### src/rtl/bblock_window.sv
// Bblock window feeder: turns a framed serial stream into one registered
// 5-sample neighbourhood (g1..g5, centre g3) per sample, zero-padded at frame edges.
module bblock_window #(
  parameter int FRAME_LEN = 16,
  parameter int CNT_W     = 5
) (
  input  logic clk,
  input  logic rst,
  input  logic in_valid,
  input  logic in_sof,
  input  logic in_g,
  input  logic in_x,
  output logic in_ready,
  output logic out_valid,
  output logic g1,
  output logic g2,
  output logic g3,
  output logic g4,
  output logic g5,
  output logic x,
  output logic out_last,
  output logic frame_err
);

  typedef enum logic [1:0] {IDLE, FILL, RUN, FLUSH} state_t;

  localparam logic [CNT_W-1:0] LAST_IDX = CNT_W'(FRAME_LEN - 1);
  localparam logic [CNT_W-1:0] IDX_ONE  = CNT_W'(1);
  localparam logic [CNT_W-1:0] IDX_TWO  = CNT_W'(2);

  state_t           state, state_nx;
  logic [CNT_W-1:0] cnt, cnt_nx;
  logic [4:0]       sr, sr_nx;    // sr[0] holds the newest sample
  logic [2:0]       xs, xs_nx;    // xs[2] is x of the current centre
  logic [4:0]       win_q, win_nx;
  logic             x_q, x_nx;
  logic             ov_nx, last_nx, err_nx;
  logic             accept;

  assign in_ready = (state != FLUSH);
  assign accept   = in_valid && in_ready;

  always_comb begin
    // NOTE: every signal gets a default before the case so no latch is inferred.
    state_nx = state;
    cnt_nx   = cnt;
    sr_nx    = sr;
    xs_nx    = xs;
    ov_nx    = 1'b0;
    last_nx  = 1'b0;
    err_nx   = 1'b0;

    unique case (state)
      IDLE: begin
        if (accept) begin
          if (in_sof) begin
            sr_nx    = {4'b0000, in_g};
            xs_nx    = {2'b00, in_x};
            cnt_nx   = IDX_ONE;
            state_nx = FILL;
          end else begin
            err_nx = 1'b1;
          end
        end
      end

      FILL, RUN: begin
        if (accept) begin
          if (in_sof) begin
            // Restart: pending windows are dropped, sample becomes s[0].
            err_nx   = 1'b1;
            sr_nx    = {4'b0000, in_g};
            xs_nx    = {2'b00, in_x};
            cnt_nx   = IDX_ONE;
            state_nx = FILL;
          end else begin
            sr_nx = {sr[3:0], in_g};
            xs_nx = {xs[1:0], in_x};
            ov_nx = (cnt >= IDX_TWO);
            if (cnt == LAST_IDX) begin
              cnt_nx   = '0;
              state_nx = FLUSH;
            end else begin
              cnt_nx = cnt + IDX_ONE;
              if (cnt == IDX_TWO) state_nx = RUN;
            end
          end
        end
      end

      FLUSH: begin
        // Shift in trailing zero pad; cnt reused as the flush phase.
        sr_nx = {sr[3:0], 1'b0};
        xs_nx = {xs[1:0], 1'b0};
        ov_nx = 1'b1;
        if (cnt == '0) begin
          cnt_nx = IDX_ONE;
        end else begin
          last_nx  = 1'b1;
          cnt_nx   = '0;
          state_nx = IDLE;
        end
      end

      default: state_nx = IDLE;
    endcase

    win_nx = ov_nx ? sr_nx : 5'b00000;
    x_nx   = ov_nx ? xs_nx[2] : 1'b0;
  end

  always_ff @(posedge clk) begin
    if (rst) begin
      // NOTE: shift registers are cleared on reset too, so the first frame's pads read 0.
      state     <= IDLE;
      cnt       <= '0;
      sr        <= '0;
      xs        <= '0;
      win_q     <= '0;
      x_q       <= 1'b0;
      out_valid <= 1'b0;
      out_last  <= 1'b0;
      frame_err <= 1'b0;
    end else begin
      state     <= state_nx;
      cnt       <= cnt_nx;
      sr        <= sr_nx;
      xs        <= xs_nx;
      win_q     <= win_nx;
      x_q       <= x_nx;
      out_valid <= ov_nx;
      out_last  <= last_nx;
      frame_err <= err_nx;
    end
  end

  assign g1 = win_q[4];
  assign g2 = win_q[3];
  assign g3 = win_q[2];
  assign g4 = win_q[1];
  assign g5 = win_q[0];
  assign x  = x_q;

endmodule
### config.mk
export PLATFORM = sky130hd
export DESIGN_NAME = bblock_window
export DESIGN_NICKNAME = d
export VERILOG_FILES = /design/src/rtl/bblock_window.sv
export SDC_FILE = /design/constraint.sdc
export NUM_CORES = 1
export LEC_CHECK = 0
export CAP_MARGIN = 15
export CORE_MARGIN = 5
export CORE_UTILIZATION = 53
export DETAILED_ROUTE_END_ITERATION = 12
export PLACE_DENSITY = 0.77
export SYNTH_ARGS = -nofsm -noshare
export SYNTH_HDL_FRONTEND = slang
export SYNTH_SLANG_ARGS = --single-unit
### constraint.sdc
create_clock -name clk -period 2.3 [get_ports clk]
set_clock_uncertainty 0.15 [all_clocks]
set_input_delay 0.23 -clock clk [delete_from_list [all_inputs] [get_ports clk]]
set_output_delay 0.23 -clock clk [all_outputs]
set_load 0.02 [all_outputs]
* Word-level counts from Yosys, hierarchy flattened
Index checks and enable logic that the tools add are counted.
Storage, ports and cells: bits in registers 24, latch bits 0, RAM bits 0, ROM bits 0, bits of input ports 6, output and inout port bits 10, logic and storage cells 67, memories kept 0
Operators by class: $add $sub $neg 1, $mul 0, divide/modulo/power cells 0, magnitude comparators 1, equality and inequality tests 11, shift-type cells 0, mux-type cells 34, bitwise operators 2, reductions and logical operators 8
Operators with widths (number):
- two-way mux 5 bit | 9
- one-hot mux 5 bit (3 select lines) | 2
- two-way mux 2 bit | 7
- two-way mux 3 bit | 4
- != test 2 bit, second input constant | 5
- one-hot mux 3 bit (3 select lines) | 1
- two-way mux 1 bit | 8
- one-hot mux 2 bit (3 select lines) | 1
- OR reduction 2 bit | 3
- adder 5 x 1 -> 5 bit, second input constant | 1
- equality test 5 x 2 -> 1 bit, second input constant | 1
- equality test 5 x 4 -> 1 bit, second input constant | 1
- greater-or-equal comparator 5 x 2 -> 1 bit, second input constant | 1
- zero test 5 bit | 1
- AND reduction 5 bit | 1
- equality test 2 bit, second input constant | 2
- != test 4 bit, second input constant | 1
- one-hot mux 1 bit (2 select lines) | 2
- AND reduction 3 bit | 1
- equality test 2 x 1 -> 1 bit, second input constant | 1
- zero test 2 bit | 1
- inverter 1 bit | 2
- logical AND 1 bit | 1

* Depth between registers and ports, before layout
depth after elaboration 6, depth in mapped cells 8, gate-level depth less buffers 7

* Least setup slack after synthesis
No wires, ideal clock.
path kind reg-to-reg, start point reg state[0], end point reg state[0], library setup time 0.072 ns, arrival 1.588 ns, required time 2.078 ns, setup slack 0.490 ns, stages on the path, launching flop included 8, path buffers 2, clock period less this slack 1.810 ns, cell sequence dfxtp_1 > inv_1 > ha_1 > buf_4 > and2_4 > buf_6 > nor4_4 > mux2i_1
Between the ends: cells in the longest elaborated chain, start to end 4, elaborated cells on any way between the ends 14, those cells by class eq/ne (9); mux (1); reduce/logical (4)
RTL lines:
- start: declaration | line 31 | state_t state, state_nx;
- start signal: assignment | line 125 | state <= state_nx;
- equality test 2 x 1 -> 1 bit (tied with other cells) | line 53 | unique case (state)
- OR reduction 2 bit or logical AND 1 bit (tied branches) | line 53, 41
- != test 4 bit (no source line) or != test 2 bit (tied branches)
- AND reduction 5 bit (no source line)
Several ways; a longest one is shown, not always the timed one. A chain may end at the register's enable or synchronous reset.

* Worst setup path after layout
start point reg state[0], end point out in_ready
Between the ends: cells in the longest elaborated chain, start to end 1
RTL lines:
- != test 2 bit | line 40 | assign in_ready = (state != FLUSH);
- end: declaration | line 13 | output logic in_ready,
No other way between the ends.

==> results_dict.tcl <==
set metrics [dict create \
    max-vdd-ir-drop_uv 539.2 \
    gp_congestion 0.8971 \
    synth_cell_type_count 42 \
    synthToLayoutAreaGrowth_pct 18.65 \
    synth.most_common_cell "dfxtp_1" \
    post-cts-setup-buffers 0 \
    cts_root_buf "clkbuf_4" \
    grt_pass1_vias 981 \
    port_buffers 15 \
    die_h_um 56.93 \
    worst_path_max_delay_cell "clkdlybuf4s50_1" \
    clockBufferDepth 2 \
    r2r-end "win_q[0]" \
    p_seq_frac 0.420 \
    use_met3 0.02715 \
    fin_tns_setup_ns 0 \
    crit_arrival_ns 1.79 \
    crit_fanout 6 \
    timing.rr.start "state[0]" \
    hold_path_class "reg2reg" \
    timing.fmax_ghz 0.4602 \
    grt_use_met1 0.2181 \
    slew_headroom 0.6684 \
    yosysSeqAreaShare 0.4116 \
    r2r_setup_slack_ns 0.24 \
    cts_made_buffers 3 \
    diodes 0 \
    p_sw_mw 0.3444 \
    p_int_mw 0.7365 \
    yosysTopAreaCell "dfxtp_1" \
    drt-total-wl_um 2487 \
    grt_pass1_wl_um 4450 \
    power_mw 1.081 \
    tightest_slew_ns 0.4936 \
    grt_overflow 0 \
    gr-usage-all-layers 0.1715 \
    cp-end-kind "output pin" \
    yosys-top-cells-area "dfxtp_1 41%, ha_1 7.5%, nor2_1 4.5%" \
    route.detailed.wl_per_inst_um 14.72 \
    htreeDepth 1 \
    finalHoldViolations 0 \
    synth_seq_cells 24 \
    clk_latency_ns 0.32 \
    drive_gt1_frac 0.09929 \
    cap_violations 0 \
    crit_path_start "state[0]" \
    top_level_ports 16 \
    grt_max_degree 15 \
    fillers 186 \
    crit_chain "ha_1 > inv_1 > clkdlybuf4s50_1" \
    crit_path_end "in_ready" \
    multi_input_area_um2 614.3 \
    rows 17 \
    postCtsResizedCells 0 \
    core_area_um2 2148 \
    comb_power_share 0.294 \
    syn-instance-count 125 \
    hpwl_um 1862 \
    synth_top_area_share 0.4116 \
    viasPerCell 5.751 \
    fin_crit_sh 0.9447 \
    p_leak_nw 0.5255 \
    final_util 0.6447 \
    yosys_warnings 0 \
    die_w_um 56.93 \
    finalSetupViolCount 0 \
    syn_area_um2 1167 \
    first_pass_iters 4 \
    start_util 0.5434 \
    max_stage_delay_ns 0.64 \
    drcViolationCount 0 \
    tritoncts "built" \
    swShare 0.3186 \
    p_clk_frac 0.286 \
    required_ns 1.92 \
    nets 155 \
    clkSinkCount 24 \
    rsz0062_at_grt "no" \
    fin_crit_ns 2.173 \
    async_flop_share 0 \
    syn_area_per_cell_um2 9.339 \
    path_class "reg2out" \
    dieArea_um2 3241 \
    maxSlewViolCount 0 \
    startpoint_type "register" \
    seqCellArea_um2 480.5 \
    outcome "finished, final reports clean" \
    detailroute.via_count 972 \
    hold_buffers 0 \
    placed_area_um2 1333 \
    reg2regPathDepth 7 \
    ant_nets 0 \
    syn_nets 138 \
    drt_iter0_markers 28 \
    ys.flop_type "dfxtp_1" \
    clkTransAtPathRegs_ns 0.13 \
    grt_busiest_layer "met2" \
    synth-edff-count 0 \
    synthTopCellsByCount "24 x dfxtp_1, 14 x nor2_1, 12 x inv_1" \
    power.density_nw_per_um2 780.4 \
    final_cell_area_um2 1385 \
    met2_usage 0.2936 \
    antenna_found_initial 0 \
]
==> layer usage <==
metal	up-vias	wire length (µm)
met5	-	0
met4	0	43
met3	5	103
met2	24	1221
met1	456	1119
li1	487	-
==> power groups by stage <==
stage | Sequential [mW] | Combinational [mW] | Clock [mW]
after detailed placement | 0.462 | 0.311 | 0
final | 0.454 | 0.318 | 0.309
after global routing | 0.457 | 0.352 | 0.334
after global placement | 0.462 | 0.301 | 0
after CTS | 0.454 | 0.313 | 0.311
after floorplan | 0.462 | 0.252 | 0
==> cell usage in the layout (no fill, tap or decap), types with 2 or more instances in the layout <==
| master | count |
|---|---|
| inv_1 | 12 |
| nand2b_1 | 2 |
| dfxtp_1 | 24 |
| o211ai_1 | 2 |
| nor3_1 | 4 |
| nand2_1 | 3 |
| and3_1 | 2 |
| a311oi_1 | 2 |
| nor2_1 | 14 |
| clkdlybuf4s50_1 | 15 |
| a211oi_1 | 4 |
| mux2i_1 | 2 |
| clkbuf_4 | 3 |
| o2111ai_1 | 2 |
| a21oi_1 | 8 |
| and2_1 | 2 |
| o21ai_0 | 5 |
| a22oi_1 | 4 |
| o31ai_1 | 2 |
| ha_1 | 7 |
==> worst max-delay path, delay by kind of cell (launching register included) <==
kind,cells,cell delay (ns)
flops,1,0.35
buf+inv,2,0.83
fa+ha+maj,1,0.28
==> per-stage QoR <==
step                      std cells  setup WS (ns)  hold WS (ns)
after floorplan                 125         0.4902        0.1528
after global placement          165         0.3008        0.3077
after detailed placement        165         0.2523        0.3133
after CTS                       169         0.1218        0.3312
after global routing            169       0.002855        0.3504
final                           169         0.1272        0.3326
==> flip-flops by register name, indices dropped and copies added (netlist names) <==
| name | count |
|---|---|
| cnt | 5 |
| frame_err | 1 |
| out_last | 1 |
| out_valid | 1 |
| sr | 5 |
| state | 2 |
| win_q | 5 |
| x | 1 |
| xs | 3 |
==> cells by family after synthesis <==
logic type                 after synthesis  share of synthesized area
and+or+nand+nor                         38                     0.1951
buffers and inverters                   16                    0.06216
DFF                                     24                     0.4116
adders and majority gates                7                    0.07502
muxes                                    3                    0.02680
AOI/OAI and AO/OA                       37                     0.2294
==> how the worst min path moves through the flow <==
stage | to | cells past startpoint | from | slack (ns)
CTS | cnt[4] | 1 | cnt[4] | 0.33
finish | cnt[4] | 1 | cnt[4] | 0.33
global placement | cnt[4] | 1 | cnt[4] | 0.31
detailed placement | cnt[4] | 1 | cnt[4] | 0.31
floorplan | cnt[0] | 1 | rst | 0.15
global route | xs[0] | 3 | in_x | 0.35
==> area by class of cell <==
cell class	instances	area share
timing repair buffer	16	0.1138
clock inverter	1	0.02168
tap	28	0.02529
clock buffer	3	0.01626
inverter	12	0.03252
sequential	24	0.3469
multi-input combinational	85	0.4435
No activity file was read; power rests on OpenSTA's default activity.
